### src/rtl/nh_lcd_pixel_feeder_pkg.sv
// Shared definitions for the LCD pixel path: pixel and FIFO word widths,
// the end-of-line bit position and the feeder state encoding.
package nh_lcd_defines;

  localparam int LCD_DATAS_WIDTH = 24;
  localparam int LCD_EOL_BIT     = LCD_DATAS_WIDTH;
  localparam int LCD_FIFO_WIDTH  = LCD_DATAS_WIDTH + 1;

  typedef enum logic [1:0] {
    ST_IDLE    = 2'd0,
    ST_GRAB    = 2'd1,
    ST_FILL    = 2'd2,
    ST_RELEASE = 2'd3
  } feeder_state_e;

endpackage

### src/rtl/nh_lcd_pixel_feeder.sv
// Write-side producer for the LCD ping-pong FIFO. Takes a valid/ready RGB
// stream, tags the last pixel of each line, and closes a buffer at every
// line end so end-of-line always lands on the final word of a buffer.
module nh_lcd_pixel_feeder
  import nh_lcd_defines::*;
#(
  parameter int DATAS_WIDTH = LCD_DATAS_WIDTH
) (
  input  logic                   clk,
  input  logic                   rst,
  input  logic                   i_enable,
  input  logic [31:0]            i_image_width,
  input  logic [31:0]            i_image_height,
  input  logic                   i_s_valid,
  output logic                   o_s_ready,
  input  logic [DATAS_WIDTH-1:0] i_s_data,
  input  logic [1:0]             i_wr_rdy,
  output logic [1:0]             o_wr_act,
  input  logic [23:0]            i_wr_size,
  output logic                   o_wr_stb,
  output logic [DATAS_WIDTH:0]   o_wr_data,
  output logic [31:0]            o_line_count,
  output logic                   o_frame_done,
  output logic                   o_cfg_err
);

  feeder_state_e state_q, state_d;
  logic [1:0]    act_q, act_d;
  logic [31:0]   count_q, count_d;
  logic [31:0]   pixel_count_q, pixel_count_d;
  logic [31:0]   line_count_q, line_count_d;
  logic          frame_done_q, frame_done_d;
  logic          cfg_err_q, cfg_err_d;

  logic [31:0]   wr_size_ext;
  logic          geom_bad;
  logic          handshake;
  logic          eol;
  logic          last_word;
  logic          last_line;

  // A zero width would make width-1 wrap, so zero geometry is refused up front.
  assign wr_size_ext = {8'd0, i_wr_size};
  assign geom_bad    = (i_image_width == 32'd0) || (i_image_height == 32'd0);
  assign o_s_ready   = (state_q == ST_FILL) && (count_q < wr_size_ext);
  assign handshake   = o_s_ready && i_s_valid;
  assign eol         = (pixel_count_q == (i_image_width - 32'd1));
  assign last_word   = ((count_q + 32'd1) >= wr_size_ext);
  assign last_line   = (line_count_q == (i_image_height - 32'd1));
  assign o_wr_stb    = handshake;

  assign o_wr_act     = act_q;
  assign o_line_count = line_count_q;
  assign o_frame_done = frame_done_q;
  assign o_cfg_err    = cfg_err_q;

  // Write word is the accepted pixel with the end-of-line flag on top; zero when idle.
  always_comb begin
    o_wr_data = '0;
    if (handshake) begin
      o_wr_data[DATAS_WIDTH-1:0] = i_s_data;
      o_wr_data[DATAS_WIDTH]     = eol;
    end
  end

  // Next-state logic: buffer grant, fill with line/frame counting, release gap.
  always_comb begin
    state_d       = state_q;
    act_d         = act_q;
    count_d       = count_q;
    pixel_count_d = pixel_count_q;
    line_count_d  = line_count_q;
    frame_done_d  = 1'b0;
    cfg_err_d     = cfg_err_q;

    case (state_q)
      ST_IDLE: begin
        cfg_err_d     = geom_bad;
        pixel_count_d = 32'd0;
        line_count_d  = 32'd0;
        if (i_enable && !geom_bad) begin
          state_d = ST_GRAB;
        end
      end

      ST_GRAB: begin
        if ((act_q == 2'b00) && (i_wr_rdy != 2'b00)) begin
          act_d   = i_wr_rdy[0] ? 2'b01 : 2'b10;
          count_d = 32'd0;
          state_d = ST_FILL;
        end
      end

      ST_FILL: begin
        if (handshake) begin
          count_d = count_q + 32'd1;
          if (eol) begin
            pixel_count_d = 32'd0;
            if (last_line) begin
              line_count_d = 32'd0;
              frame_done_d = 1'b1;
            end else begin
              line_count_d = line_count_q + 32'd1;
            end
          end else begin
            pixel_count_d = pixel_count_q + 32'd1;
          end
          if (eol || last_word) begin
            act_d   = 2'b00;
            state_d = ST_RELEASE;
          end
        end else if (count_q >= wr_size_ext) begin
          act_d   = 2'b00;
          state_d = ST_RELEASE;
        end
      end

      ST_RELEASE: begin
        if (i_enable) begin
          state_d = ST_GRAB;
        end else begin
          state_d       = ST_IDLE;
          pixel_count_d = 32'd0;
          line_count_d  = 32'd0;
        end
      end

      default: begin
        state_d = ST_IDLE;
        act_d   = 2'b00;
      end
    endcase
  end

  // State and counter registers with synchronous reset.
  always_ff @(posedge clk) begin
    if (rst) begin
      state_q       <= ST_IDLE;
      act_q         <= 2'b00;
      count_q       <= 32'd0;
      pixel_count_q <= 32'd0;
      line_count_q  <= 32'd0;
      frame_done_q  <= 1'b0;
      cfg_err_q     <= 1'b0;
    end else begin
      state_q       <= state_d;
      act_q         <= act_d;
      count_q       <= count_d;
      pixel_count_q <= pixel_count_d;
      line_count_q  <= line_count_d;
      frame_done_q  <= frame_done_d;
      cfg_err_q     <= cfg_err_d;
    end
  end

endmodule

### config.mk
export PLATFORM = sky130hd
export DESIGN_NAME = nh_lcd_pixel_feeder
export DESIGN_NICKNAME = d
export VERILOG_FILES = /design/src/rtl/nh_lcd_pixel_feeder_pkg.sv /design/src/rtl/nh_lcd_pixel_feeder.sv
export SDC_FILE = /design/constraint.sdc
export NUM_CORES = 1
export LEC_CHECK = 0
export ABC_AREA = 1
export CAP_MARGIN = 15
export CORE_ASPECT_RATIO = 0.6
export CORE_MARGIN = 1
export CORE_UTILIZATION = 55
export CTS_CLUSTER_DIAMETER = 150
export DETAILED_ROUTE_END_ITERATION = 12
export GPL_ROUTABILITY_DRIVEN = 0
export GPL_TIMING_DRIVEN = 1
export PLACE_DENSITY = 0.82
export RECOVER_POWER = 50
export SLEW_MARGIN = 20
export SYNTH_ARGS = -nofsm -noshare
export SYNTH_HDL_FRONTEND = slang
export SYNTH_SLANG_ARGS = --single-unit
### constraint.sdc
create_clock -name clk -period 3.6 [get_ports clk]
set_input_delay 0.72 -clock clk [delete_from_list [all_inputs] [get_ports clk]]
set_output_delay 0.72 -clock clk [all_outputs]
set_load 0.02 [all_outputs]
==> results.yml, run 1 <==
run_status:
  status: "complete, no violations"
die:
  start_util_pct: 56.1
  io-pin-count: 181
  chipHeight_um: 110
  die_w_um: 182
  row_count: 39
  core_area_um2: 19000
  dieArea_um2: 20000
setup_path:
  max_stage_delay_ps: 500
  r2r_slack_ps: 370
  required_ps: 2880
  critPathCaptureType: "primary output"
  worst_setup_path_start_kind: "input pin"
  crit_path_top_delay_cell: "clkdlybuf4s50_1"
  worstPathArrival_ps: 2860
  critPathMaxFanout: 3
  critPathKind: "input pin to primary output"
  crit_chain: "clkdlybuf4s50_1 -> buf_4 -> xor2_1 -> inv_1 -> nand4_1 -> nand2_1 -> nor2_1 -> nand4_1 -> nor2_2 -> nand3_2 -> nor3_2 -> buf_4"
detailed_routing:
  drcViolationCount: 0
  vias_per_cell: 5.44
  vias: 13000
  wire_per_inst_um: 15.1
  firstDrtPassIters: 8
  wl_um: 35900
  detail-route-antenna-nets: 0
  drt_iter0_drc: 1447
synthesis:
  synthSimpleGateAreaFrac_pct: 42.8
  synthFlopType: "dfxtp_1"
  synth_compound_area_share_pct: 9.37
  ys_ff_latch: 102
  synth_xor_area_share_pct: 11.6
  synthAdderAreaFrac_pct: 6.91
  synth_top_family_by_area: "simple AND/OR/NAND/NOR gates"
  synth_most_common_cell: "nand2_1"
  synth_cell_types: 45
  synth.avg_cell_area_um2: 5.85
  synth_edf_count: 0
  synthCells: 1827
  muxShareOfSynthArea_pct: 0
  async_flop_share_pct: 0
  synth_warnings: 0
  synth_common_cells: "nand2_1 (427), nor2_1 (398), inv_1 (229)"
  synth_top_area_cell: "dfxtp_1"
  syn_nets: 2004
  synth_area_leaders: "dfxtp_1 (19%), nand2_1 (15%), nor2_1 (14%)"
  syn_area_um2: 10700
  yosys.area.top_type_share_pct: 19.1
  ys_seq_area_share_pct: 19.1
layout:
  fin_area_um2: 14100
  areaGrowthSynthToFinish_pct: 32.3
  fill_cells: 1559
  nets: 2304
  drive_gt1_share_pct: 12.2
  fin_util_pct: 74.2
grt:
  grt_pass1_vias: 11400
  antenna_found_initial: 0
  grt_first_pass_wirelength_um: 55600
  overflow: 0
  grt_max_degree: 37
  grt.total_usage_pct: 35.1
placed_design:
  dp_slack_ps: -551
  post-dp-hpwl_um: 28700
  io_buffers: 180
  placed_area_um2: 13700
power_and_ir_drop:
  netSwitchingFraction_pct: 50.2
  seq_power_share_pct: 26.5
  p_sw_mw: 3.99
  p_comb_share_pct: 60.6
  power_density_nw_per_um2: 563
  p_leak_nw: 6.55
  p_int_mw: 3.96
  peakVddDrop_mv: 0.577
  power.share.clock_pct: 12.9
run:
  maxCapViolCount: 0
timing:
  setup_slack_ps: 15.5
  fin_crit_ps: 3580
  relSlewSlack_pct: 48.2
  maxClockFrequency_mhz: 279
  rsz0062_at_grt: "yes"
  fin_crit_sh_pct: 99.6
  whs_ps: 463
  final_max_slew_viol_count: 0
  finalClockSkew_ps: 12.0
  hold_viol: 0
  setup_tns_ps: 0
  setup_viol: 0
  worst_pin_slew_ps: 770
min_path:
  hold_path.class: "flip-flop to flip-flop"
clock_tree:
  htree_levels: 3
  ctsRootBufferMaster: "clkbuf_16"
  clkLatencyLatePin_ps: 360
  cts_buffer_depth: 2
  cts_tree: "built"
  clock_sink_count: 102
  numCtsBuffers: 9
  ctsHoldBuffers: 0
  clk_pin_slew_worst_paths_ps: 70
-- final cells by class --
cell class                      count  area, um2  share of cell area (%)
Sequential cell                   102       2040                    14.5
Multi-Input combinational cell   1453       7710                    54.6
Antenna cell                        1       2.50                  0.0177
Clock buffer                       10        239                    1.69
Clock inverter                      6       61.3                   0.434
Inverter                          232        871                    6.17
Tap cell                          246        308                    2.18
Timing Repair Buffer              329       2890                    20.5
-- per-stage QoR --
| stage | total power [mW] | cells |
|---|---|---|
| 3_5_place_dp | 6.90 | 2354 |
| 4_1_cts | 7.91 | 2370 |
| 6_report | 7.95 | 2379 |
| 5_1_grt | 8.55 | 2378 |
| 2_1_floorplan | 5.06 | 1827 |
| 3_3_place_gp | 6.72 | 2354 |
-- kinds of logic (layout without fill, tap and decap cells) --
logic type,Yosys count,in the layout
simple gates,1074,1075
buf+inv,273,577
compound gates,183,183
xor+xnor,136,136
flops,102,102
fa+ha+maj,59,59
other cells,0,1
-- timing repair --
item,CTS,global route
gates resized for setup,110,68
pin swaps,1,20
cloned,0,1
buffers inserted,0,7
setup endpoints to repair,27,31
-- worst paths after layout --
kind,depth (start not counted),endpoint,start
setup / recovery,12,o_wr_data[24],i_image_width[22]
hold / removal,2,o_cfg_err,o_cfg_err
setup reg to reg,23,state_q[1],count_q[0]
hold reg to reg,2,o_cfg_err,o_cfg_err
-- worst max-delay path: cells and delay by family --
family / cells / cell delay [ps]
buffers and inverters: 4 / 900
XOR/XNOR: 1 / 390
AND/OR/NAND/NOR: 7 / 860
-- layout by cell type, fill, tap and decap left out, types with 7 or more instances in the layout --
| cell type | netlist | final |
|---|---|---|
| or2_2 | 7 | 7 |
| dlygate4sd3_1 | 0 | 36 |
| clkdlybuf4s50_1 | 0 | 107 |
| buf_4 | 6 | 147 |
| nand4_1 | 57 | 57 |
| dlymetal6s2s_1 | 0 | 10 |
| nor3_1 | 44 | 41 |
| xnor2_1 | 31 | 31 |
| nor2_2 | 6 | 19 |
| nand2_1 | 427 | 425 |
| o21bai_1 | 9 | 9 |
| a21oi_1 | 96 | 94 |
| nor2_4 | 6 | 10 |
| ha_1 | 59 | 56 |
| dfxtp_1 | 102 | 100 |
| buf_2 | 8 | 16 |
| inv_1 | 229 | 228 |
| clkbuf_16 | 0 | 9 |
| o21ai_1 | 24 | 28 |
| xor2_1 | 101 | 101 |
| nor2_1 | 398 | 382 |
| o21ai_0 | 33 | 29 |
| nor4_1 | 17 | 17 |
| nand2_2 | 7 | 8 |
| nand3_1 | 84 | 83 |
-- registers in the layout (all words and copies together) (netlist names) --
name	cells
count_q	32
pixel_count_q	32
state_q	2
o_line_count	32
o_cfg_err	1
o_frame_done	1
o_wr_act	2
-- power groups by stage --
stage | clock network [mW] | logic, mW | registers [mW]
2_1_floorplan | 0 | 2.96 | 2.10
3_3_place_gp | 0 | 4.63 | 2.09
3_5_place_dp | 0 | 4.81 | 2.10
4_1_cts | 1.03 | 4.81 | 2.08
5_1_grt | 1.08 | 5.31 | 2.15
6_report | 1.02 | 4.82 | 2.11
-- layer usage --
layer	wire, um	vias up	GRT usage (%)
met3	4860	60	12.0
met4	586	0	8.58
met2	14300	762	51.2
met5	0	-	0
met1	16100	5699	49.0
li1	-	6429	-
(Power assumes the default switching activity.)
==> inputs of run 2 (changes only) <==
CAP_MARGIN = unset   (was 15)
CORE_MARGIN = 4   (was 1)
==> results.yml, run 2 (same netlist as run 1, synthesis figures left out) <==
grt:
  overflow: 0
  grt_max_degree: 42
  antenna_found_initial: 0
  grt.total_usage_pct: 32.6
  grt_first_pass_wirelength_um: 58400
  grt_pass1_vias: 11900
die:
  chipHeight_um: 116
  die_w_um: 188
  core_area_um2: 19000
  row_count: 39
  start_util_pct: 56.1
  dieArea_um2: 21800
  io-pin-count: 181
run_status:
  status: "finished, violations left"
  violations: "negative setup slack"
layout:
  nets: 2305
  antenna_cells: 0
  fin_area_um2: 14100
  fin_util_pct: 74.1
  final_cell_mix: "nand2_1 (428), nor2_1 (389), inv_1 (228), buf_4 (143), clkdlybuf4s50_1 (113)"
  areaGrowthSynthToFinish_pct: 32.0
  mostFrequentLayoutCell: "nand2_1"
  instances_no_fill: 2378
  drive_gt1_share_pct: 11.8
detailed_routing:
  firstDrtPassIters: 6
  vias_per_cell: 5.50
  drt_iter0_drc: 1544
  drcViolationCount: 0
  met1Wirelength_um: 16500
  met2_length_um: 14900
  vias: 13100
  wire_per_inst_um: 15.5
  dr.max_layer_used: "met4"
  wl_met3_um: 4840
  wl_um: 36800
  detail-route-antenna-nets: 0
clock_tree:
  ctsHoldBuffers: 0
  clkLatencyLatePin_ps: 350
  ctsRootBufferMaster: "clkbuf_16"
  htree_levels: 3
  clk_pin_slew_worst_paths_ps: 70
  cts_buffer_depth: 2
  cts_tree: "built"
  numCtsBuffers: 9
  clock_sink_count: 102
timing:
  relSlewSlack_pct: 48.5
  maxClockFrequency_mhz: 273
  setup_slack_ps: -64.5
  fin_crit_sh_pct: 102
  hold_viol: 0
  worst_pin_slew_ps: 765
  setup_viol: 26
  rsz0062_at_grt: "yes"
  final_max_slew_viol_count: 0
  fin_crit_ps: 3660
  setup_tns_ps: -588
  finalClockSkew_ps: 11.2
  whs_ps: 508
placed_design:
  dp_cells: 2357
  dp_slack_ps: -704
  io_buffers: 180
  placed_area_um2: 13700
  post-dp-hpwl_um: 29600
setup_path:
  critPathMaxFanout: 6
  required_ps: 2880
  critPathKind: "input pin to primary output"
  r2r_slack_ps: 250
  worstPathArrival_ps: 2940
  worst_setup_path_start_kind: "input pin"
  critPathCaptureType: "primary output"
run:
  maxCapViolCount: 0
power_and_ir_drop:
  p_total_mw: 8.02
  peakVddDrop_mv: 0.447
  p_leak_nw: 6.51
  power_density_nw_per_um2: 569
min_path:
  hold_path.class: "flip-flop to flip-flop"
[run 2: worst paths after layout]
kind | start | endpoint | cells after the start
setup / recovery | i_image_width[11] | o_wr_data[24] | 13
hold / removal | o_cfg_err | o_cfg_err | 2
setup reg to reg | count_q[4] | state_q[1] | 21
hold reg to reg | o_cfg_err | o_cfg_err | 2
[run 2: power breakdown]
group	internal (mW)	switching [mW]	leakage [nW]
sequential	1.48	0.633	0.833
combinational	1.92	2.91	5.53
clock	0.611	0.458	0.153
[run 2: worst max-delay path, cell delays in order]
cell and delay, ps:
clkdlybuf4s50_1 450, nor2_1 210, nand2_1 140, nor2_4 230, nand2_2 140, nand2_1 110
nand2_1 60, nor2_1 110, nand4_1 100, nor2_2 180, nand3_1 120, nor3_2 190
buf_4 170
[run 2: what timing repair did]
action / 4_1_cts / 5_1_grt
buffers inserted: 2 / 4
endpoints found under the setup margin: 27 / 43
resized for setup: 115 / 30
pin swaps: 5 / 13
[run 2: area by class of cell]
type / instances / area, um2
inverter: 232 / 871
clock inverter: 5 / 82.6
timing repair buffer: 331 / 2900
multi-input combinational: 1452 / 7660
clock buffer: 10 / 229
tap: 246 / 308
sequential: 102 / 2040
fill: 1574 / 4930
[run 2: per-layer routing]
metal / vias to the layer above / track usage [%]
met5: - / 0
met4: 0 / 5.82
met1: 5777 / 47.0
met2: 814 / 49.9
met3: 73 / 8.40
li1: 6415 / -
